## src/rtl/bg_mask_engine_if.sv

```systemverilog
`default_nettype none
// ============================================================================
// Module      : bg_mask_engine_if
// Description : Pixel-stream bundle for bg_mask_engine. Carries the incoming
//               column stream (frame start, column valid, 3-pixel RGB
//               column, background gray) and the outgoing mask stream
//               (valid, smoothed gray, foreground mask).
//               master : stream producer / mask consumer side (testbench,
//                        line-buffer wrapper)
//               slave  : the engine itself
// Revision    : 1.0 - initial release
// ============================================================================
interface bg_mask_engine_if #(
    parameter int PIX_W = 8
);
    logic                 i_frame_start;  // one-cycle pulse at VS negedge
    logic                 i_valid;        // column valid
    logic [9*PIX_W-1:0]   i_col;          // 3 RGB pixels, top line in LSBs
    logic [PIX_W-1:0]     i_back_gray;    // background gray of output pixel
    logic                 o_valid;        // o_gray / o_mask valid
    logic [PIX_W-1:0]     o_gray;         // smoothed gray
    logic                 o_mask;         // foreground mask

    modport master (
        output i_frame_start, i_valid, i_col, i_back_gray,
        input  o_valid, o_gray, o_mask
    );

    modport slave (
        input  i_frame_start, i_valid, i_col, i_back_gray,
        output o_valid, o_gray, o_mask
    );
endinterface
`default_nettype wire

```

## src/rtl/bg_mask_engine.sv

```systemverilog
`default_nettype none
// ============================================================================
// Module      : bg_mask_engine
// Description : Background-subtraction engine. Converts each 3-pixel RGB
//               column to gray, smooths with a 3x3 window made of four 2x2
//               means, compares against the background gray and emits a
//               1-bit foreground mask. The threshold is learned once per
//               frame from the mean absolute error of the previous full
//               frame plus a runtime offset.
// Ports       : clk            clock
//               rst_n          synchronous active-low reset
//               bus (slave)    column stream in / mask stream out
//               i_thr_offset   threshold offset added to the learned base
//               o_threshold    registered threshold (base + offset)
//               o_short_frame  pulse: previous frame was incomplete
// Options     : BGM_HYST_EN    when defined, a pixel that was foreground
//                              stays foreground down to threshold - HYST
// Revision    : 1.0 - initial release
// ============================================================================
module bg_mask_engine #(
    parameter int WIDTH  = 800,
    parameter int HEIGHT = 600,
    parameter int PIX_W  = 8,
    parameter int ACC_W  = 32,
    parameter int RECIP  = 4489,
    parameter int SHIFT  = 31,
    parameter int HYST   = 4
) (
    input  logic              clk,
    input  logic              rst_n,
    bg_mask_engine_if.slave   bus,
    input  logic [PIX_W-1:0]  i_thr_offset,
    output logic [ACC_W-1:0]  o_threshold,
    output logic              o_short_frame
);

    localparam int PIX_PER_FRAME = WIDTH * (HEIGHT - 2);
    localparam int CNT_W         = $clog2(PIX_PER_FRAME + 1);
    localparam int GW            = PIX_W + 7;   // weights sum to 128
    localparam int PW            = ACC_W + 16;  // reciprocal product width
    localparam logic [CNT_W-1:0] PPF_C = CNT_W'(PIX_PER_FRAME);

    typedef enum logic [1:0] {
        S_IDLE  = 2'd0,
        S_PRIME = 2'd1,
        S_RUN   = 2'd2
    } state_t;

    // ------------------------------------------------------------------
    // Helpers
    // ------------------------------------------------------------------
    function automatic logic [PIX_W-1:0] to_gray(input logic [3*PIX_W-1:0] px);
        logic [GW-1:0] s;
        s = GW'(px[2*PIX_W +: PIX_W]) * GW'(38)
          + GW'(px[PIX_W   +: PIX_W]) * GW'(75)
          + GW'(px[0       +: PIX_W]) * GW'(15);
        return PIX_W'(s >> 7);
    endfunction

    function automatic logic [PIX_W+1:0] mean4(input logic [PIX_W-1:0] a,
                                               input logic [PIX_W-1:0] b,
                                               input logic [PIX_W-1:0] c,
                                               input logic [PIX_W-1:0] d);
        logic [PIX_W+1:0] s;
        s = (PIX_W+2)'(a) + (PIX_W+2)'(b) + (PIX_W+2)'(c) + (PIX_W+2)'(d);
        return s >> 2;
    endfunction

    // ------------------------------------------------------------------
    // Declarations
    // ------------------------------------------------------------------
    state_t              state_q, state_d;
    logic                prime_q, prime_d;   // one priming column seen
    logic [PIX_W-1:0]    c1_q [3];
    logic [PIX_W-1:0]    c2_q [3];
    logic [ACC_W-1:0]    acc_q;
    logic [CNT_W-1:0]    cnt_q;
    logic [PIX_W-1:0]    base_q;
    logic [ACC_W-1:0]    thr_q;
    logic                valid_q;
    logic [PIX_W-1:0]    gray_q;
    logic                mask_q;
    logic                short_q;

    logic [PIX_W-1:0]    w_c0 [3];
    logic [PIX_W+1:0]    w_m1, w_m2, w_m3, w_m4, w_total;
    logic [PIX_W-1:0]    w_gray;
    logic [PIX_W-1:0]    w_err;
    logic [ACC_W-1:0]    w_thr_eff;
    logic                w_mask;
    logic                w_run_col;          // column produces an output
    logic                w_shift;            // column enters the window
    logic [PW-1:0]       w_prod;
    logic [PW-1:0]       w_scaled;
    logic [PIX_W-1:0]    w_base_new;

    // ------------------------------------------------------------------
    // Gray conversion of the incoming column
    // ------------------------------------------------------------------
    for (genvar k = 0; k < 3; k++) begin : g_gray
        assign w_c0[k] = to_gray(bus.i_col[k*3*PIX_W +: 3*PIX_W]);
    end

    // ------------------------------------------------------------------
    // 3x3 smoothing as the mean of four overlapping 2x2 means
    // ------------------------------------------------------------------
    assign w_m1    = mean4(w_c0[0], w_c0[1], c1_q[0], c1_q[1]);
    assign w_m2    = mean4(w_c0[1], w_c0[2], c1_q[1], c1_q[2]);
    assign w_m3    = mean4(c1_q[0], c1_q[1], c2_q[0], c2_q[1]);
    assign w_m4    = mean4(c1_q[1], c1_q[2], c2_q[1], c2_q[2]);
    assign w_total = w_m1 + w_m2 + w_m3 + w_m4;
    assign w_gray  = PIX_W'(w_total >> 2);

    assign w_err = (w_gray >= bus.i_back_gray) ? (w_gray - bus.i_back_gray)
                                               : (bus.i_back_gray - w_gray);

    // ------------------------------------------------------------------
    // Threshold (optionally relaxed for pixels that were foreground)
    // ------------------------------------------------------------------
`ifdef BGM_HYST_EN
    logic prev_mask_q;

    always_comb begin
        w_thr_eff = thr_q;
        if (prev_mask_q) begin
            w_thr_eff = (thr_q > ACC_W'(HYST)) ? (thr_q - ACC_W'(HYST)) : '0;
        end
    end

    always_ff @(posedge clk) begin
        if (!rst_n) begin
            prev_mask_q <= 1'b0;
        end else if (bus.i_frame_start) begin
            prev_mask_q <= 1'b0;
        end else if (w_run_col) begin
            prev_mask_q <= w_mask;
        end
    end
`else
    assign w_thr_eff = thr_q;
`endif

    assign w_mask = (ACC_W'(w_err) >= w_thr_eff);

    // Mean absolute error of the frame: acc * (1/N), clamped to a gray value
    assign w_prod     = PW'(acc_q) * PW'(RECIP);
    assign w_scaled   = w_prod >> SHIFT;
    assign w_base_new = (w_scaled > PW'({PIX_W{1'b1}})) ? {PIX_W{1'b1}}
                                                        : PIX_W'(w_scaled);

    // ------------------------------------------------------------------
    // Frame state machine: next state
    // ------------------------------------------------------------------
    always_comb begin
        state_d   = state_q;
        prime_d   = prime_q;
        w_run_col = 1'b0;
        w_shift   = 1'b0;
        if (bus.i_frame_start) begin
            // A coincident column is the first priming column of the frame
            state_d = S_PRIME;
            prime_d = bus.i_valid;
        end else begin
            case (state_q)
                S_PRIME: begin
                    w_shift = bus.i_valid;
                    if (bus.i_valid) begin
                        if (prime_q) begin
                            state_d = S_RUN;
                            prime_d = 1'b0;
                        end else begin
                            prime_d = 1'b1;
                        end
                    end
                end
                S_RUN: begin
                    w_shift   = bus.i_valid;
                    w_run_col = bus.i_valid;
                end
                default: ;
            endcase
        end
    end

    // ------------------------------------------------------------------
    // Registers
    // ------------------------------------------------------------------
    always_ff @(posedge clk) begin
        if (!rst_n) begin
            state_q <= S_IDLE;
            prime_q <= 1'b0;
            for (int k = 0; k < 3; k++) begin
                c1_q[k] <= '0;
                c2_q[k] <= '0;
            end
            acc_q   <= '0;
            cnt_q   <= '0;
            base_q  <= '0;
            thr_q   <= '0;
            valid_q <= 1'b0;
            gray_q  <= '0;
            mask_q  <= 1'b0;
            short_q <= 1'b0;
        end else begin
            state_q <= state_d;
            prime_q <= prime_d;
            // base is sampled before its own update, so a new base shows
            // up on o_threshold one cycle after the frame start
            thr_q   <= ACC_W'(base_q) + ACC_W'(i_thr_offset);
            valid_q <= w_run_col;
            short_q <= 1'b0;

            if (bus.i_frame_start) begin
                for (int k = 0; k < 3; k++) begin
                    c1_q[k] <= bus.i_valid ? w_c0[k] : '0;
                    c2_q[k] <= '0;
                end
                acc_q <= '0;
                cnt_q <= '0;
                if (cnt_q == PPF_C) begin
                    base_q <= w_base_new;
                end else if (state_q != S_IDLE) begin
                    short_q <= 1'b1;
                end
            end else if (w_shift) begin
                for (int k = 0; k < 3; k++) begin
                    c1_q[k] <= w_c0[k];
                    c2_q[k] <= c1_q[k];
                end
            end

            if (w_run_col) begin
                gray_q <= w_gray;
                mask_q <= w_mask;
                if (cnt_q < PPF_C) begin
                    acc_q <= acc_q + ACC_W'(w_err);
                    cnt_q <= cnt_q + 1'b1;
                end
            end
        end
    end

    assign bus.o_valid    = valid_q;
    assign bus.o_gray     = gray_q;
    assign bus.o_mask     = mask_q;
    assign o_threshold    = thr_q;
    assign o_short_frame  = short_q;

endmodule
`default_nettype wire

```

## src/flat_wrapper.sv

```systemverilog
// flat-port wrapper written by rule: the top's interface ports become plain ports
module bg_mask_engine_flat 
#(
    parameter int WIDTH  = 800,
    parameter int HEIGHT = 600,
    parameter int PIX_W  = 8,
    parameter int ACC_W  = 32,
    parameter int RECIP  = 4489,
    parameter int SHIFT  = 31,
    parameter int HYST   = 4
)
  (clk, rst_n, i_thr_offset, o_threshold, o_short_frame, bus_i_frame_start, bus_i_valid, bus_i_col, bus_i_back_gray, bus_o_valid, bus_o_gray, bus_o_mask);
  bg_mask_engine_if #(.PIX_W(PIX_W)) bus_i ();
  input  logic clk;
  input  logic rst_n;
  input  logic [PIX_W-1:0] i_thr_offset;
  output logic [ACC_W-1:0] o_threshold;
  output logic o_short_frame;
  input wire logic [$bits(bus_i.i_frame_start)-1:0] bus_i_frame_start;
  input wire logic [$bits(bus_i.i_valid)-1:0] bus_i_valid;
  input wire logic [$bits(bus_i.i_col)-1:0] bus_i_col;
  input wire logic [$bits(bus_i.i_back_gray)-1:0] bus_i_back_gray;
  output wire logic [$bits(bus_i.o_valid)-1:0] bus_o_valid;
  output wire logic [$bits(bus_i.o_gray)-1:0] bus_o_gray;
  output wire logic [$bits(bus_i.o_mask)-1:0] bus_o_mask;
  assign bus_i.i_frame_start = bus_i_frame_start;
  assign bus_i.i_valid = bus_i_valid;
  assign bus_i.i_col = bus_i_col;
  assign bus_i.i_back_gray = bus_i_back_gray;
  assign bus_o_valid = bus_i.o_valid;
  assign bus_o_gray = bus_i.o_gray;
  assign bus_o_mask = bus_i.o_mask;
  bg_mask_engine #(.WIDTH(WIDTH), .HEIGHT(HEIGHT), .PIX_W(PIX_W), .ACC_W(ACC_W), .RECIP(RECIP), .SHIFT(SHIFT), .HYST(HYST)) u_core (.clk(clk), .rst_n(rst_n), .bus(bus_i), .i_thr_offset(i_thr_offset), .o_threshold(o_threshold), .o_short_frame(o_short_frame));
endmodule
```

## config.mk

```make
export PLATFORM = sky130hd
export DESIGN_NAME = bg_mask_engine_flat
export DESIGN_NICKNAME = d
export VERILOG_FILES = /design/src/rtl/bg_mask_engine_if.sv /design/src/rtl/bg_mask_engine.sv /design/src/flat_wrapper.sv
export SDC_FILE = /design/constraint.sdc
export NUM_CORES = 1
export LEC_CHECK = 0
export CORE_ASPECT_RATIO = 1.2
export CORE_MARGIN = 1
export CORE_UTILIZATION = 32
export DETAILED_ROUTE_END_ITERATION = 7
export DONT_BUFFER_PORTS = 1
export GPL_TIMING_DRIVEN = 0
export PLACE_DENSITY = 0.54
export SETUP_SLACK_MARGIN = 0.05
export SLEW_MARGIN = 0
export SYNTH_ARGS = -nofsm -noshare
export SYNTH_HDL_FRONTEND = slang
export SYNTH_SLANG_ARGS = --single-unit
```

## constraint.sdc

```tcl
create_clock -name clk -period 16.6 [get_ports clk]
set_clock_uncertainty 0.1 [all_clocks]
set_input_delay 2.49 -clock clk [delete_from_list [all_inputs] [get_ports clk]]
set_output_delay 2.49 -clock clk [all_outputs]
set_load 0.05 [all_outputs]
```

==> results of run 1 <==
through the flow:
step	instances	setup WS, ns	cell area [µm²]
6_report	3547	0.966	25700
5_1_grt	3547	0.0423	25700
4_1_cts	3546	0.0485	25500
3_5_place_dp	3513	-1.05	24900
3_3_place_gp	3512	-1.04	24900
2_1_floorplan	2577	1.28	23700
placed cells by master, fill, tap and decap left out, types with 6 or more instances in the layout:
| cell type | Yosys | layout |
|---|---|---|
| inv_1 | 637 | 637 |
| fa_1 | 289 | 289 |
| dfxtp_1 | 82 | 82 |
| a21oi_1 | 161 | 152 |
| o21a_1 | 15 | 15 |
| conb_1 | 1 | 23 |
| nand2_1 | 68 | 67 |
| nand4_1 | 24 | 24 |
| clkbuf_16 | 0 | 17 |
| xor2_1 | 70 | 65 |
| xnor2_1 | 95 | 93 |
| clkbuf_1 | 21 | 20 |
| a21boi_0 | 7 | 7 |
| o211ai_1 | 7 | 7 |
| edfxtp_1 | 48 | 48 |
| a31oi_1 | 8 | 6 |
| and2_1 | 41 | 41 |
| nor2_1 | 93 | 93 |
| ha_1 | 486 | 485 |
| and3_1 | 6 | 6 |
| nor2b_1 | 28 | 28 |
| o21ai_0 | 79 | 75 |
| o21bai_1 | 32 | 32 |
| a21oi_2 | 0 | 8 |
| nor3_1 | 47 | 44 |
| nand3_1 | 32 | 32 |
| nand2b_1 | 23 | 23 |
| o21ba_2 | 8 | 8 |
| buf_4 | 23 | 25 |
| nand3b_1 | 6 | 6 |
| a21o_1 | 49 | 49 |
metal layers:
metal | vias to the layer above | track usage | wire (µm) | share of wire
li1 | 8294 | - | - | -
met3 | 60 | 0.0242 | 1650 | 0.033
met5 | - | 0 | 0 | 0
met1 | 7688 | 0.154 | 21100 | 0.41
met4 | 0 | 0.0446 | 1320 | 0.026
met2 | 177 | 0.274 | 26800 | 0.53
critical path: cells and delay by family:
family / cells / cell delay (ns)
adders and majority gates: 16 / 6.43
and+or+nand+nor: 6 / 0.65
AOI/OAI and AO/OA: 16 / 3.55
buffers and inverters: 12 / 1.03
xor gates and xnor gates: 8 / 1.71
repair_timing:
action / 4_1_cts / 5_1_grt
setup buffers: 1 / 1
gates cloned: 0 / 0
resized for setup: 8 / 34
pin swaps: 1 / 2
endpoints found under the setup margin: 22 / 26
final timing paths:
path,slack (ns),to
worst min register to register,0.41,u_core.cnt_q[18]
worst max-delay path,0.97,u_core.acc_q[24]
worst min-delay path,0.41,u_core.cnt_q[18]
worst max register to register,7.67,u_core.acc_q[24]
logic make-up after synthesis:
group	after synthesis	share of synthesized area
xor+xnor	165	0.0612
mux	6	0.00260
compound gates	405	0.107
buf+inv	684	0.113
fa+ha+maj	775	0.503
other cells	1	0.000159
flops	130	0.131
simple gates	389	0.0830
layout make-up:
cell class / instances / area (µm²) / share of cell area
multi-input cells: 1763 / 18100 / 0.707
flip-flops and latches: 130 / 3080 / 0.120
inverters: 637 / 2390 / 0.0932
well taps: 935 / 1170 / 0.0456
clock buffers: 18 / 439 / 0.0171
plain buffers: 47 / 285 / 0.0111
clock inverters: 14 / 128 / 0.00497
repair buffers: 3 / 35.0 / 0.00137
flip-flops by register name, summed over array words and instances (netlist names):
name                  flops
u_core.c2_q              24
u_core.c1_q              24
u_core.bus.o_mask         1
u_core.state_q            2
u_core.bus.o_valid        1
u_core.base_q             8
u_core.cnt_q             19
u_core.prime_q            1
u_core.o_threshold        9
u_core.acc_q             32
u_core.o_short_frame      1
u_core.bus.o_gray         8
==> qor.csv, run 1 <==
stage,metric,value,unit
sta,fmax,64.0,MHz
logic_synthesis,synthArstFlopShare,0,
logic_synthesis,yosysMostFrequentCell,inv_1,
sta,slew_headroom,0.417,
logic_synthesis,yosys_warnings,0,
run,maxCapViolations,0,
detailed_routing,dr.pass1.iters,4,
sta,setup-tns-final,0,ns
detailed_routing,drcViolationCount,0,
die,initial_core_util,0.325,
cells_and_area,drive_above_1_share,0.0410,
grt,grt_max_degree,30,
worst_setup_path,start_kind,primary input,
die,die_h,300,µm
detailed_routing,drtIter0Drc,423,
detailed_routing,wl_per_cell,14.3,µm
worst_setup_path,rr_worst_depth,41,
placed_design,hpwl,45100,µm
worst_setup_path,critPathRequiredTime,16.83,ns
die,core.rowCount,108,
grt,grt_pass1_vias,17300,
sta,post-route-period-util,0.942,
worst_setup_path,worstSetupStartpoint,bus_i_col[65],
worst_setup_path,timing.rr.start,u_core.c1_q[0][8],
worst_setup_path,cp_common_cell,inv_1,
hold_path,worstHoldStart,u_core.cnt_q[18],
die,die_area,74900,µm²
die,core_area,72700,µm²
worst_setup_path,worstSetupEndpointType,flip-flop,
clock_tree,h-tree-depth,4,
logic_synthesis,synthCells,2555,
logic_synthesis,synth_edf_count,48,
sta,setup_viol,0,
clock_tree,cts.clk_slew.worst_paths,0.07,ns
logic_synthesis,syn_area,23600,µm²
hold_path,hp-class,reg -> reg,
logic_synthesis,synth_top_area_share,0.258,
cells_and_area,post-route-util,0.353,
grt,grt_pass1_wl,84400,µm
worst_setup_path,crit_arrival,15.86,ns
cells_and_area,final_nets,3466,
detailed_routing,vias_per_cell,4.57,
hold_path,hold_depth,2,
worst_setup_path,critPathSlowestCell,fa_1,
sta,worst_pin_slew,0.868,ns
worst_setup_path,crit_type,in -> reg,
die,ios,135,
placed_design,gp_congestion,0.815,
placed_design,port_buffers,0,
clock_tree,cts_hold_buffers,0,
logic_synthesis,yosysTopAreaCell,ha_1,
cells_and_area,num-fill-cells,7522,
clock_tree,cts_buffers,17,
logic_synthesis,syn_area_per_cell,9.24,µm²
sta,period_minus_slack,15.63,ns
sta,hold_viol,0,
clock_tree,cts_buffer_depth,2,
detailed_routing,postRouteAntennaNets,0,
logic_synthesis,ys_seq_elements,130,
logic_synthesis,synth-main-ff-cell,dfxtp_1,
logic_synthesis,seq_area_frac_synth,0.131,
grt,antenna_found_initial,1,
worst_setup_path,cp_max_fo,10,
sta,finalMaxSlewViolations,0,
worst_setup_path,critical-path-max-stage-delay,0.54,ns
grt,grtUsageTotal,0.141,
grt,overflow,0,
clock_tree,clock_sinks,130,
cells_and_area,insertedDiodeCount,0,
sta,rsz0062_at_grt,no,
die,die_w,250,µm
detailed_routing,dr_total_vias,16200,
logic_synthesis,synthTopCellsByCount,"inv_1 (637), ha_1 (486), fa_1 (289), a21oi_1 (161), xnor2_1 (95)",
clock_tree,root_buffer,clkbuf_16,
logic_synthesis,ys_types,63,
clock_tree,clkLatencyLatePin,0.45,ns
sta,hold-worst-slack,0.408,ns
logic_synthesis,synthTopCellsByArea,"ha_1 (26%), fa_1 (25%), inv_1 (10%)",
status,status,finished clean,
detailed_routing,wl,50800,µm
cells_and_area,syn_to_final_growth,8.72,%
clock_tree,cts_tree,yes,
Power of run 1 is not shown: default switching activity piles up to over one toggle a cycle in this logic, so the estimate is an artifact.
==> run 2: changes to the inputs <==
--- a/config.mk
+++ b/config.mk
@@ -5,9 +5,11 @@
 export SDC_FILE = /design/constraint.sdc
 export NUM_CORES = 1
 export LEC_CHECK = 0
+export CAP_MARGIN = 20
 export CORE_ASPECT_RATIO = 1.2
 export CORE_MARGIN = 1
 export CORE_UTILIZATION = 32
+export CTS_CLUSTER_SIZE = 20
 export DETAILED_ROUTE_END_ITERATION = 7
 export DONT_BUFFER_PORTS = 1
 export GPL_TIMING_DRIVEN = 0
==> results of run 2 <==
No change in the layout: final DEF, timing and power equal those of run 1.
Power of run 2 is left out for the same reason.
==> run 3: changes to the inputs <==
--- a/config.mk
+++ b/config.mk
@@ -5,7 +5,7 @@
 export SDC_FILE = /design/constraint.sdc
 export NUM_CORES = 1
 export LEC_CHECK = 0
-export CAP_MARGIN = 20
+export CAP_MARGIN = 30
 export CORE_ASPECT_RATIO = 1.2
 export CORE_MARGIN = 1
 export CORE_UTILIZATION = 32
==> qor.csv, run 3 (synthesis results as in run 1) <==
stage,metric,value,unit,change
die,die_h,300,µm,unchanged
sta,setup-tns-final,0,ns,unchanged
hold_path,min_to,u_core.cnt_q[18],,
worst_setup_path,critPathBufInv,12,,unchanged
detailed_routing,wl_per_cell,14.3,µm,unchanged
sta,fmax,64.0,MHz,unchanged
sta,layout_setup_ws,0.966,ns,unchanged
cells_and_area,reg.largest.list,"u_core.acc_q x32, u_core.c1_q x24, u_core.c2_q x24",,
clock_tree,cts_buffer_depth,2,,unchanged
cells_and_area,largest_reg_flops,32,,unchanged
cells_and_area,top_register,u_core.acc_q,,
die,initial_core_util,0.325,,unchanged
status,status,finished clean,,
clock_tree,cts_tree,yes,,
detailed_routing,drcViolationCount,0,,unchanged
sta,finalMaxSlewViolations,0,,unchanged
detailed_routing,vias_per_cell,4.57,,unchanged
cells_and_area,num-fill-cells,7522,,unchanged
clock_tree,h-tree-depth,4,,unchanged
cells_and_area,syn_to_final_growth,8.72,%,unchanged
hold_path,hold_depth,2,,unchanged
cells_and_area,final_nets,3466,,unchanged
grt,grt_pass1_wl,84400,µm,unchanged
clock_tree,cts_buffers,17,,unchanged
hold_path,worstHoldStart,u_core.cnt_q[18],,
clock_tree,clock_sinks,130,,unchanged
sta,setup_viol,0,,unchanged
cells_and_area,insertedDiodeCount,0,,unchanged
worst_setup_path,critPathRequiredTime,16.83,ns,about the same
placed_design,gp_congestion,0.815,,unchanged
worst_setup_path,r2r_setup_slack,7.67,ns,about the same
run,maxCapViolations,0,,unchanged
detailed_routing,postRouteAntennaNets,0,,unchanged
placed_design,hpwl,45100,µm,unchanged
worst_setup_path,cp_max_fo,10,,unchanged
sta,hold-worst-slack,0.408,ns,unchanged
cells_and_area,multiInputGateArea,18100,µm²,unchanged
cells_and_area,drive_above_1_share,0.0410,,unchanged
worst_setup_path,cp_common_cell,inv_1,,
sta,worst_pin_slew,0.868,ns,unchanged
grt,overflow,0,,unchanged
placed_design,port_buffers,0,,unchanged
die,die_w,250,µm,unchanged
detailed_routing,drtIter0Drc,423,,unchanged
sta,period_minus_slack,15.63,ns,unchanged
sta,post-route-period-util,0.942,,unchanged
grt,grtUsageTotal,0.141,,unchanged
grt,grt_pass1_vias,17300,,unchanged
detailed_routing,dr.pass1.iters,4,,unchanged
worst_setup_path,r2r-end,u_core.acc_q[24],,
cells_and_area,layout_common_cells,"inv_1 (637), ha_1 (485), fa_1 (289), a21oi_1 (152)",,
clock_tree,clkLatencyLatePin,0.45,ns,about the same
worst_setup_path,crit_arrival,15.86,ns,about the same
clock_tree,cts_hold_buffers,0,,unchanged
detailed_routing,dr_total_vias,16200,,unchanged
worst_setup_path,timing.rr.start,u_core.c1_q[0][8],,
cells_and_area,register_area,3080,µm²,unchanged
placed_design,pre_cts_ws,-1.05,ns,unchanged
die,core_area,72700,µm²,unchanged
worst_setup_path,worstSetupEndpointType,flip-flop,,
die,die_area,74900,µm²,unchanged
die,ios,135,,unchanged
sta,rsz0062_at_grt,no,,
sta,hold_viol,0,,unchanged
worst_setup_path,critPathSlowestCell,fa_1,,
grt,antenna_found_initial,1,,unchanged
sta,slew_headroom,0.417,,unchanged
detailed_routing,wl,50800,µm,unchanged
worst_setup_path,rr_worst_depth,41,,unchanged
clock_tree,cts.clk_slew.worst_paths,0.07,ns,about the same
clock_tree,root_buffer,clkbuf_16,,
hold_path,hp-class,reg -> reg,,
worst_setup_path,crit_type,in -> reg,,
worst_setup_path,critical-path-max-stage-delay,0.54,ns,about the same
die,core.rowCount,108,,unchanged
cells_and_area,post-route-util,0.353,,unchanged
grt,grt_max_degree,30,,unchanged
cells_and_area,mostFrequentLayoutCell,inv_1,,
worst_setup_path,crit_family,adder cells,,
worst_setup_path,start_kind,primary input,,
## run 3: cell counts in the layout (fill, tap and decap cells not counted)
No cell type changed its count.
## run 3: metrics by stage
stage | instance area, µm² | instances
6_report | 25700 | 3547
3_5_place_dp | 24900 | 3513
5_1_grt | 25700 | 3547
4_1_cts | 25500 | 3546
2_1_floorplan | 23700 | 2577
3_3_place_gp | 24900 | 3512
## run 3: routing by layer
layer	up-vias	part of all wire	GRT usage
met4	0	0.026	0.0446
met2	177	0.53	0.274
met1	7688	0.41	0.154
li1	8294	-	-
met5	-	0	0
met3	60	0.033	0.0242
## run 3: tightest hold or removal path: stages, from the launching register on
cell and delay [ns]:
dfxtp_1 0.35, a31oi_1 0.05, nor2_1 0.07
## run 3: cell type report
cell class,instances,area share
plain buffers,47,0.0111
clock buffers,18,0.0171
clock inverters,14,0.00497
inverters,637,0.0932
multi-input cells,1763,0.707
flip-flops and latches,130,0.120
well taps,935,0.0456
repair buffers,3,0.00137
## run 3: timing repair
action | in CTS | in global routing
pin swaps | 1 | 2
resized for setup | 8 | 34
setup endpoints to repair | 22 | 26
buffers inserted | 1 | 1
## run 3: worst max path at each step
stage | startpoint | to | slack (ns) | cells after the start
after floorplan | bus_i_col[41] | u_core.acc_q[31] | 1.28 | 59
after CTS | bus_i_col[65] | u_core.acc_q[31] | 0.05 | 57
after detailed placement | bus_i_col[17] | u_core.acc_q[31] | -1.05 | 57
after global routing | bus_i_col[65] | u_core.acc_q[24] | 0.04 | 59
after global placement | bus_i_col[65] | u_core.acc_q[31] | -1.04 | 56
final | bus_i_col[65] | u_core.acc_q[24] | 0.97 | 58
Power of run 3 is left out for the same reason.
